<file path="src/rtl/serial_sub_if.sv">
// Handshake and operand/result bundle for the bit-serial subtractor.
// The master drives the request and operands; the slave returns status and the result.
interface serial_sub_if #(
    parameter int WIDTH = 8
);
    logic             start;
    logic [WIDTH-1:0] a;
    logic [WIDTH-1:0] b;
    logic             busy;
    logic             done;
    logic [WIDTH-1:0] d;
    logic             borrow_out;
    logic             zero;

    modport master (
        output start, a, b,
        input  busy, done, d, borrow_out, zero
    );

    modport slave (
        input  start, a, b,
        output busy, done, d, borrow_out, zero
    );
endinterface

</file>
<file path="src/rtl/serial_sub.sv">
// Bit-serial WIDTH-bit subtractor: one full-subtractor cell processes operands LSB first.
// Define SERIAL_SUB_SAT_EN to clamp an underflowing result to zero (borrow_out still reports it).
module onebit_sub (
    input  logic a,
    input  logic b,
    input  logic bin,
    output logic d,
    output logic bout
);
    assign d    = a ^ b ^ bin;
    assign bout = (~a & b) | (~(a ^ b) & bin);
endmodule

module serial_sub #(
    parameter int WIDTH = 8
) (
    input  logic         clk,
    input  logic         rst_n,
    serial_sub_if.slave  bus
);
    localparam int CW = (WIDTH > 1) ? $clog2(WIDTH) : 1;

    typedef enum logic [1:0] {IDLE, SHIFT, DONE} state_t;

    state_t           state;
    logic [WIDTH-1:0] a_sr;
    logic [WIDTH-1:0] b_sr;
    logic [WIDTH-1:0] res_sr;
    logic [WIDTH-1:0] res_next;
    logic [CW-1:0]    cnt;
    logic             brw;
    logic             cell_d;
    logic             cell_bout;
    logic             busy_r;
    logic             done_r;
    logic [WIDTH-1:0] d_r;
    logic             borrow_r;
    logic             zero_r;

    onebit_sub u_cell (
        .a    (a_sr[0]),
        .b    (b_sr[0]),
        .bin  (brw),
        .d    (cell_d),
        .bout (cell_bout)
    );

    // The newest difference bit enters at the MSB so the LSB-first result lands in place.
    always_comb begin
        res_next            = res_sr >> 1;
        res_next[WIDTH-1]   = cell_d;
    end

    always_ff @(posedge clk or negedge rst_n) begin
        if (!rst_n) begin
            state    <= IDLE;
            a_sr     <= '0;
            b_sr     <= '0;
            res_sr   <= '0;
            cnt      <= '0;
            brw      <= 1'b0;
            busy_r   <= 1'b0;
            done_r   <= 1'b0;
            d_r      <= '0;
            borrow_r <= 1'b0;
            zero_r   <= 1'b1;
        end else begin
            case (state)
                IDLE: begin
                    done_r <= 1'b0;
                    if (bus.start) begin
                        a_sr   <= bus.a;
                        b_sr   <= bus.b;
                        res_sr <= '0;
                        brw    <= 1'b0;
                        cnt    <= '0;
                        busy_r <= 1'b1;
                        state  <= SHIFT;
                    end
                end
                SHIFT: begin
                    res_sr <= res_next;
                    a_sr   <= a_sr >> 1;
                    b_sr   <= b_sr >> 1;
                    brw    <= cell_bout;
                    cnt    <= cnt + 1'b1;
                    if (cnt == CW'(WIDTH - 1)) begin
                        borrow_r <= cell_bout;
`ifdef SERIAL_SUB_SAT_EN
                        if (cell_bout) begin
                            d_r    <= '0;
                            zero_r <= 1'b1;
                        end else begin
                            d_r    <= res_next;
                            zero_r <= (res_next == '0);
                        end
`else
                        d_r    <= res_next;
                        zero_r <= (res_next == '0);
`endif
                        busy_r <= 1'b0;
                        done_r <= 1'b1;
                        state  <= DONE;
                    end
                end
                DONE: begin
                    done_r <= 1'b0;
                    state  <= IDLE;
                end
                default: begin
                    busy_r <= 1'b0;
                    done_r <= 1'b0;
                    state  <= IDLE;
                end
            endcase
        end
    end

    assign bus.busy       = busy_r;
    assign bus.done       = done_r;
    assign bus.d          = d_r;
    assign bus.borrow_out = borrow_r;
    assign bus.zero       = zero_r;
endmodule
</file>
<file path="src/flat_wrapper.sv">
// flat-port wrapper written by rule: the top's interface ports become plain ports
module serial_sub_flat 
#(
    parameter int WIDTH = 8
)
  (clk, rst_n, bus_start, bus_a, bus_b, bus_busy, bus_done, bus_d, bus_borrow_out, bus_zero);
  serial_sub_if #(.WIDTH(WIDTH)) bus_i ();
  input  logic clk;
  input  logic rst_n;
  input wire logic [$bits(bus_i.start)-1:0] bus_start;
  input wire logic [$bits(bus_i.a)-1:0] bus_a;
  input wire logic [$bits(bus_i.b)-1:0] bus_b;
  output wire logic [$bits(bus_i.busy)-1:0] bus_busy;
  output wire logic [$bits(bus_i.done)-1:0] bus_done;
  output wire logic [$bits(bus_i.d)-1:0] bus_d;
  output wire logic [$bits(bus_i.borrow_out)-1:0] bus_borrow_out;
  output wire logic [$bits(bus_i.zero)-1:0] bus_zero;
  assign bus_i.start = bus_start;
  assign bus_i.a = bus_a;
  assign bus_i.b = bus_b;
  assign bus_busy = bus_i.busy;
  assign bus_done = bus_i.done;
  assign bus_d = bus_i.d;
  assign bus_borrow_out = bus_i.borrow_out;
  assign bus_zero = bus_i.zero;
  serial_sub #(.WIDTH(WIDTH)) u_core (.clk(clk), .rst_n(rst_n), .bus(bus_i));
endmodule
</file>
<file path="config.mk">
export PLATFORM = sky130hd
export DESIGN_NAME = serial_sub_flat
export DESIGN_NICKNAME = d
export VERILOG_FILES = /design/src/rtl/serial_sub_if.sv /design/src/rtl/serial_sub.sv /design/src/flat_wrapper.sv
export SDC_FILE = /design/constraint.sdc
export NUM_CORES = 1
export LEC_CHECK = 0
export BUFFER_PORTS_ARGS = -buffer_cell sky130_fd_sc_hd__buf_4
export CORE_AREA = 2 2 56 72
export CTS_BUF_LIST = sky130_fd_sc_hd__clkbuf_4 sky130_fd_sc_hd__clkbuf_8 sky130_fd_sc_hd__clkbuf_16
export DETAILED_ROUTE_END_ITERATION = 6
export DIE_AREA = 0 0 58 74
export PLACE_DENSITY = 0.8
export SYNTH_ARGS = -nofsm -noshare
export SYNTH_HDL_FRONTEND = slang
export SYNTH_HIERARCHICAL = 1
export SYNTH_SLANG_ARGS = --single-unit
</file>
<file path="constraint.sdc">
create_clock -name clk -period 2.1 [get_ports clk]
set_input_delay 0.42 -clock clk [delete_from_list [all_inputs] [get_ports clk]]
set_output_delay 0.42 -clock clk [all_outputs]
set_load 0.05 [all_outputs]
</file>
==> results by group, run 1 <==
Worst setup path
  – Arr. time, crit path: 1.93 ns
  – Critical Path Most Common Cell: nor2b_1
  – Worst setup path endpoint: u_core/b_sr[7]
  – Worst path cell trace: nor2b_1 -> nor2b_1 -> a22o_1
  – CP startpoint kind: register
  – Worst path depth: 3
  – CP bufs+invs: 0
  – Worst path slowest cell: nor2b_1
  – CP required: 2.33 ns
  – Maximum fanout along the worst path: 17
  – Worst Setup End Kind: register
  – Family with the most delay on the worst path: simple AND/OR/NAND/NOR gates
  – Worst Setup SP: u_core/state[0]
  – Worst reg2reg endpoint: u_core/b_sr[7]
  – FF-to-FF path depth: 3
  – FF-to-FF Start: u_core/state[0]
  – Crit path kind: reg -> reg
  – CP max stage delay: 0.82 ns
  – R2R setup slack: 0.40 ns

Synth
  – Synth Cell Area: 0.00175 mm^2
  – EDFF count, synth: 0
  – Ranking of synthesized cells by area: dfrtp_1 57%, a22oi_1 6.0%, mux2_4 6.0%
  – Most frequent cell after synthesis: dfrtp_1
  – Synth top area share: 0.571
  – Synth unique cells: 25
  – FFs w/ async S/R, synth: 1.00
  – Cell count after synthesis: 139
  – Most frequent cells after synthesis: 40 x dfrtp_1, 16 x nand2_1, 14 x a22oi_1
  – Leading area contributor after synthesis: dfrtp_1
  – Seq cells post-synth: 41
  – Mapped Avg Cell Area: 12.6 um^2
  – Seq/Total Area, Yosys: 0.586
  – Syn. warnings: 6
  – Top_reg_cell synth: dfrtp_1
  – Net Count, Synth: 161

Clock tree
  – CTS resizes: 0
  – CTS Buf Count: 5
  – Clock transition at the registers of the reported paths: roughly 0.070 ns
  – CTS Root Cell: clkbuf_8
  – CTS H-tree depth: 2
  – Clk buf depth: 2
  – CTS tree: yes
  – Worst skew pair latency: approximately 0.29 ns
  – Total setup buffers inserted after CTS: 0
  – Count of clock tree sinks: 41
  – Hold buffers post-CTS: 0

Cells and area
  – N_diodes: 0
  – Layout cells sized above 1: 0.320
  – Final instance area: 0.00209 mm^2
  – Area delta synth->final: 19.2%
  – Finished Layout Cells: 209
  – Final-stage net count: 190

STA
  – Minimum clock period: 1.70 ns
  – Tightest Pin Transition: about 1.1 ns
  – Period utilisation layout: 0.808
  – Slew Limit Headroom: 0.285
  – # setup viols final: 0
  – Final hold violations: 0
  – F_max: between 500 and 600 MHz
  – Skew final: 0.00516 ns
  – Setup_tns: 0 ns
  – RSZ-0062 raised after global routing: no
  – Fin. max-slew vios: 0

Place
  – DP Area: 0.00197 mm^2
  – Port Buffers: 30
  – Placed insts: 201
  – Gp weighted congestion: 0.734
  – Estimated wirelength of the detail-placed design: 2150 um

Power and ir drop
  – PD cells: about 1600 mW/mm^2
  – Pleak: 1.03 nW
  – Maximum vdd ir drop: 1.08 mV

GRT
  – Vias in the first global route: 1169
  – Largest net degree at the start of global routing: 42
  – GRT Resource Usage Total: 0.171
  – Initial antenna violation count: 0
  – First-pass GRT wire length: around 5500 um
  – Grt total ovfl: 0

Floorplan
  – Num rows: 25
  – Starting density of the core: 0.483
  – Die X: 58 um
  – Die area: 0.00429 mm^2
  – Io pins: 31
  – Core footprint: 0.00363 mm^2
  – Die Ht: 74 um

Status
  – Status: finished, final reports clean

Detailed routing
  – Initial DRC Count: 29
  – Post-DRT Antenna Nets: 0
  – Drt wl/cell: 14.7 um
  – Vias per Instance: approximately 5.5
  – Drt first pass iters: 4
  – Via count: about 1100
  – Routed wire length: roughly 3100 um
  – DRC: 0

Flow run
  – MaxCap Viol Count: 0

Worst hold path
  – Hold Path Class: in -> async
worst min-delay path by stage:
stage,slack (ns),endpoint,cells after the start
after detailed placement,0.42,u_core/bus.d[0],1
after global routing,0.12,u_core/res_sr[6],1
after CTS,0.09,u_core/bus.d[6],1
after floorplan,0.12,u_core/a_sr[0],0
after global placement,0.41,u_core/bus.d[2],1
final,0.09,u_core/bus.d[1],1
metal layers:
metal | part of all wire | GRT usage | vias to the layer above
li1 | - | - | 556
met1 | 0.44 | 0.229 | 546
met2 | 0.48 | 0.258 | 37
met3 | 0.062 | 0.0557 | 6
met4 | 0.017 | 0.0749 | 0
met5 | 0 | 0 | -
power breakdown:
part | internal, mW | total (mW) | switching [mW]
clock | 0.400 | 0.657 | 0.257
sequential | 1.11 | 1.32 | 0.210
combinational | 0.557 | 1.32 | 0.760
cell families after synthesis:
group,synth area share
AO/OA/AOI/OAI,0.187
flip-flops,0.586
AND/OR/NAND/NOR,0.0671
buffers and inverters,0.0550
multiplexers,0.0792
adder cells (fa/ha/maj),0.0257
worst reg2reg max path: stages (launching register included):
cell,delay (ns)
dfrtp_1,0.38
nor2b_1,0.82
nor2b_1,0.28
a22o_1,0.15
flip-flops by register name, indices dropped and copies added, names as in the netlist:
signal and cells:
u_core/state 2, u_core/brw 1, u_core/cnt 3, u_core/bus.d 8
u_core/res_sr 7, u_core/a_sr 8, u_core/bus.zero 1, u_core/bus.done 1
u_core/bus.busy 1, u_core/b_sr 8, u_core/bus.borrow_out 1
stage by stage:
step | worst slack (ns) | hold slack, ns | total power, mW | util
finish | 0.403 | 0.0888 | 3.29 | 0.576
global route | 0.222 | 0.120 | 3.52 | 0.576
CTS | 0.405 | 0.0938 | 3.33 | 0.576
detailed placement | 0.245 | 0.420 | 2.67 | 0.543
global placement | 0.329 | 0.409 | 2.59 | 0.543
floorplan | 0.657 | 0.124 | 2.35 | -
cell type report:
class | count | area [um^2]
clock buffer | 7 | 90.1
fill | 298 | 1540
inverter | 6 | 22.5
multi-input combinational | 82 | 629
sequential | 41 | 1030
clock inverter | 1 | 30.0
tap | 40 | 50.0
timing repair buffer | 32 | 240
cell usage in the layout (no fill, tap or decap), types with 3 or more instances in the layout:
cell	n
nand2_1	16
a22o_1	12
mux2_2	3
o21ai_0	5
clkbuf_8	6
inv_1	6
mux2_4	7
o21ai_1	10
buf_4	32
a22oi_1	14
dfrtp_1	40
Note: power is estimated with default switching activity, not from simulation.
==> run 2, diff against run 1 <==
Settings changed: CORE_AREA 2 2 56 72 to 2 2 57 72, DIE_AREA 0 0 58 74 to 0 0 59 74, PLACE_DENSITY 0.8 to 0.81.
Clock period 2.1 ns to 1.4 ns, I/O delays scaled along.
==> results by group, run 2 (synthesized netlist as in run 1, its figures left out) <==
Worst setup path
  – R2R setup slack: 0.04 ns (-0.36 ns)
  – FF-to-FF Start: u_core/cnt[1]
  – Worst Setup End Kind: register
  – Worst reg2reg endpoint: u_core/bus.d[7]
  – Arr. time, crit path: 1.54 ns (-0.39 ns)
  – Maximum fanout along the worst path: 6 (-11)
  – FF-to-FF path depth: 4 (+1)
  – Crit path kind: reg -> reg
  – CP required: 1.58 ns (-0.75 ns)
  – CP startpoint kind: register

STA
  – Hold_ws: 0.207 ns (+0.118 ns)
  – Slew Limit Headroom: 0.663 (+0.378)
  – Tightest Pin Transition: 0.506 ns (-0.565 ns)
  – Skew final: 0.00464 ns (-0.000518 ns)
  – RSZ-0062 raised after global routing: yes
  – Fin. max-slew vios: 0 (unchanged)
  – Minimum clock period: 1.36 ns (-0.338 ns)
  – # setup viols final: 0 (unchanged)
  – Final hold violations: 0 (unchanged)
  – F_max: 736 MHz (+25%)
  – Period utilisation layout: 0.971 (+0.163)

Worst hold path
  – Hold EP: u_core/a_sr[7]
  – Worst Hold Launch: bus_a[7]
  – Hold Path Class: in -> reg
  – Worst hold path stage count: 2

Clock tree
  – CTS Root Cell: clkbuf_8
  – Worst skew pair latency: 0.29 ns (about the same)
  – CTS tree: yes
  – Clock transition at the registers of the reported paths: 0.08 ns (about the same)
  – CTS H-tree depth: 2 (unchanged)
  – Clk buf depth: 2 (unchanged)
  – Count of clock tree sinks: 41 (unchanged)
  – CTS Buf Count: 5 (unchanged)

Cells and area
  – Area delta synth->final: 25.5%
  – Layout cells sized above 1: 0.377 (+0.0576)
  – Final instance area: 0.00220 mm^2 (+5.3%)
  – N_diodes: 0 (unchanged)
  – Commonest non-fill, non-tap cells in the layout: 39 x dfrtp_1, 36 x buf_4, 16 x nand2_1
  – Commonest non-fill, non-tap cell in the layout: dfrtp_1
  – Finished Layout Cells: 215 (+2.9%)
  – Final-stage net count: 196 (+3.2%)

Place
  – DP Area: 0.00200 mm^2 (+1.7%)
  – Estimated wirelength of the detail-placed design: 2330 um (+8.4%)
  – Gp weighted congestion: 0.742 (+1.1%)
  – Placed insts: 205 (+2.0%)
  – Port Buffers: 30 (unchanged)

Floorplan
  – Starting density of the core: 0.475 (-0.00819)
  – Die X: 59 um (+1.7%)
  – Die area: 0.00437 mm^2 (+1.7%)
  – Num rows: 25 (unchanged)
  – Die Ht: 74 um (unchanged)
  – Core footprint: 0.00369 mm^2 (+1.7%)
  – Io pins: 31 (unchanged)

Detailed routing
  – Initial DRC Count: 40 (+38%)
  – Via count: 1217 (+6.3%)
  – Vias per Instance: 5.66 (+3.3%)
  – DRC: 0 (unchanged)
  – Post-DRT Antenna Nets: 0 (unchanged)
  – Drt wl/cell: 15.8 um (+7.5%)
  – Routed wire length: 3390 um (+11%)
  – Drt first pass iters: 4 (unchanged)

Power and ir drop
  – Int Pwr: 3.32 mW (+61%)
  – Maximum vdd ir drop: 1.25 mV (+16%)
  – Sequential Power Share: 0.386 (-0.014)
  – Net Switching: 1.97 mW (+61%)
  – PD cells: 2410 mW/mm^2 (+53%)
  – Pleak: 1.08 nW (+4.8%)
  – Comb pwr share: 0.400 (about the same)
  – Clock power frac: 0.214 (+0.014)
  – Switching Share: 0.373 (about the same)

Status
  – Status: finished, final reports clean

GRT
  – Largest net degree at the start of global routing: 42 (unchanged)
  – First-pass GRT wire length: 5790 um (+5.0%)
  – GRT Resource Usage Total: 0.174 (+0.00281)
  – Grt total ovfl: 0 (unchanged)
  – Vias in the first global route: 1238 (+5.9%)
  – Initial antenna violation count: 0 (unchanged)

Flow run
  – MaxCap Viol Count: 0 (unchanged)
==> run 2: cell count changes in the layout (fill, tap and decap cells not counted), moves of 2 or more <==
cell	delta
buf_4	+4
inv_2	+2
ha_1	-2
mux2_4	+2
inv_1	-2
mux2_2	-2
==> run 2: how the worst max path moves through the flow <==
stage                         startpoint                    end  slack [ns]  depth (start not counted)
after CTS                     u_core/brw        u_core/bus.zero       0.002                          5
after global routing      u_core/b_sr[0]        u_core/bus.zero       -0.06                          5
final                      u_core/cnt[1]        u_core/bus.d[7]        0.04                          4
after floorplan            u_core/cnt[0]  u_core/bus.borrow_out       0.005                          5
after detailed placement   u_core/cnt[0]        u_core/bus.d[5]       -0.06                          4
after global placement     u_core/cnt[0]        u_core/bus.d[5]     -0.0004                          4
==> run 2: stage by stage <==
step	worst slack [ns]	utilization	TNS, ns	total power, mW
after floorplan	0.00500	-	0	3.53
after global placement	-0.000408	0.542	-0.000737	3.95
after global routing	-0.0633	0.596	-0.0633	5.62
after detailed placement	-0.0600	0.542	-0.261	4.07
after CTS	0.00177	0.589	0	5.27
final	0.0411	0.596	0	5.29
==> run 2: worst max-delay path: stages (launching register included) <==
cell	delay, ns
dfrtp_1	0.39
ha_2	0.20
ha_4	0.18
nand3b_4	0.15
mux2_4	0.32
==> run 2: layer usage <==
metal | track usage | wire length (um)
met1 | 0.229 | 1450
met5 | 0 | 0
met2 | 0.294 | 1760
met3 | 0.0417 | 187
met4 | 0.0379 | 0
==> run 2: power by group through the flow <==
stage               sequential [mW]  clock [mW]  combinational [mW]
finish                         2.04        1.13                2.12
global route                   2.11        1.19                2.32
CTS                            2.03        1.15                2.08
detailed placement             2.03           0                2.04
global placement               2.00           0                1.95
floorplan                      2.37           0                1.16
==> run 2: layout make-up <==
cell class / count / area [um^2]
fill: 307 / 1490
clock inverter: 3 / 68.8
clock buffer: 5 / 68.8
tap: 40 / 50.0
sequential: 41 / 1030
inverter: 6 / 22.5
timing repair buffer: 37 / 280
multi-input combinational: 83 / 681
==> run 2: timing repair <==
action | in CTS | in global routing
gates resized for setup | 4 | 7
pin swaps | 1 | 1
buffers inserted | 0 | 0
setup endpoints to repair | 10 | 20
gates cloned | 1 | 0
endpoints found under the hold margin | 40 | 0
hold buffers | 1 | 0
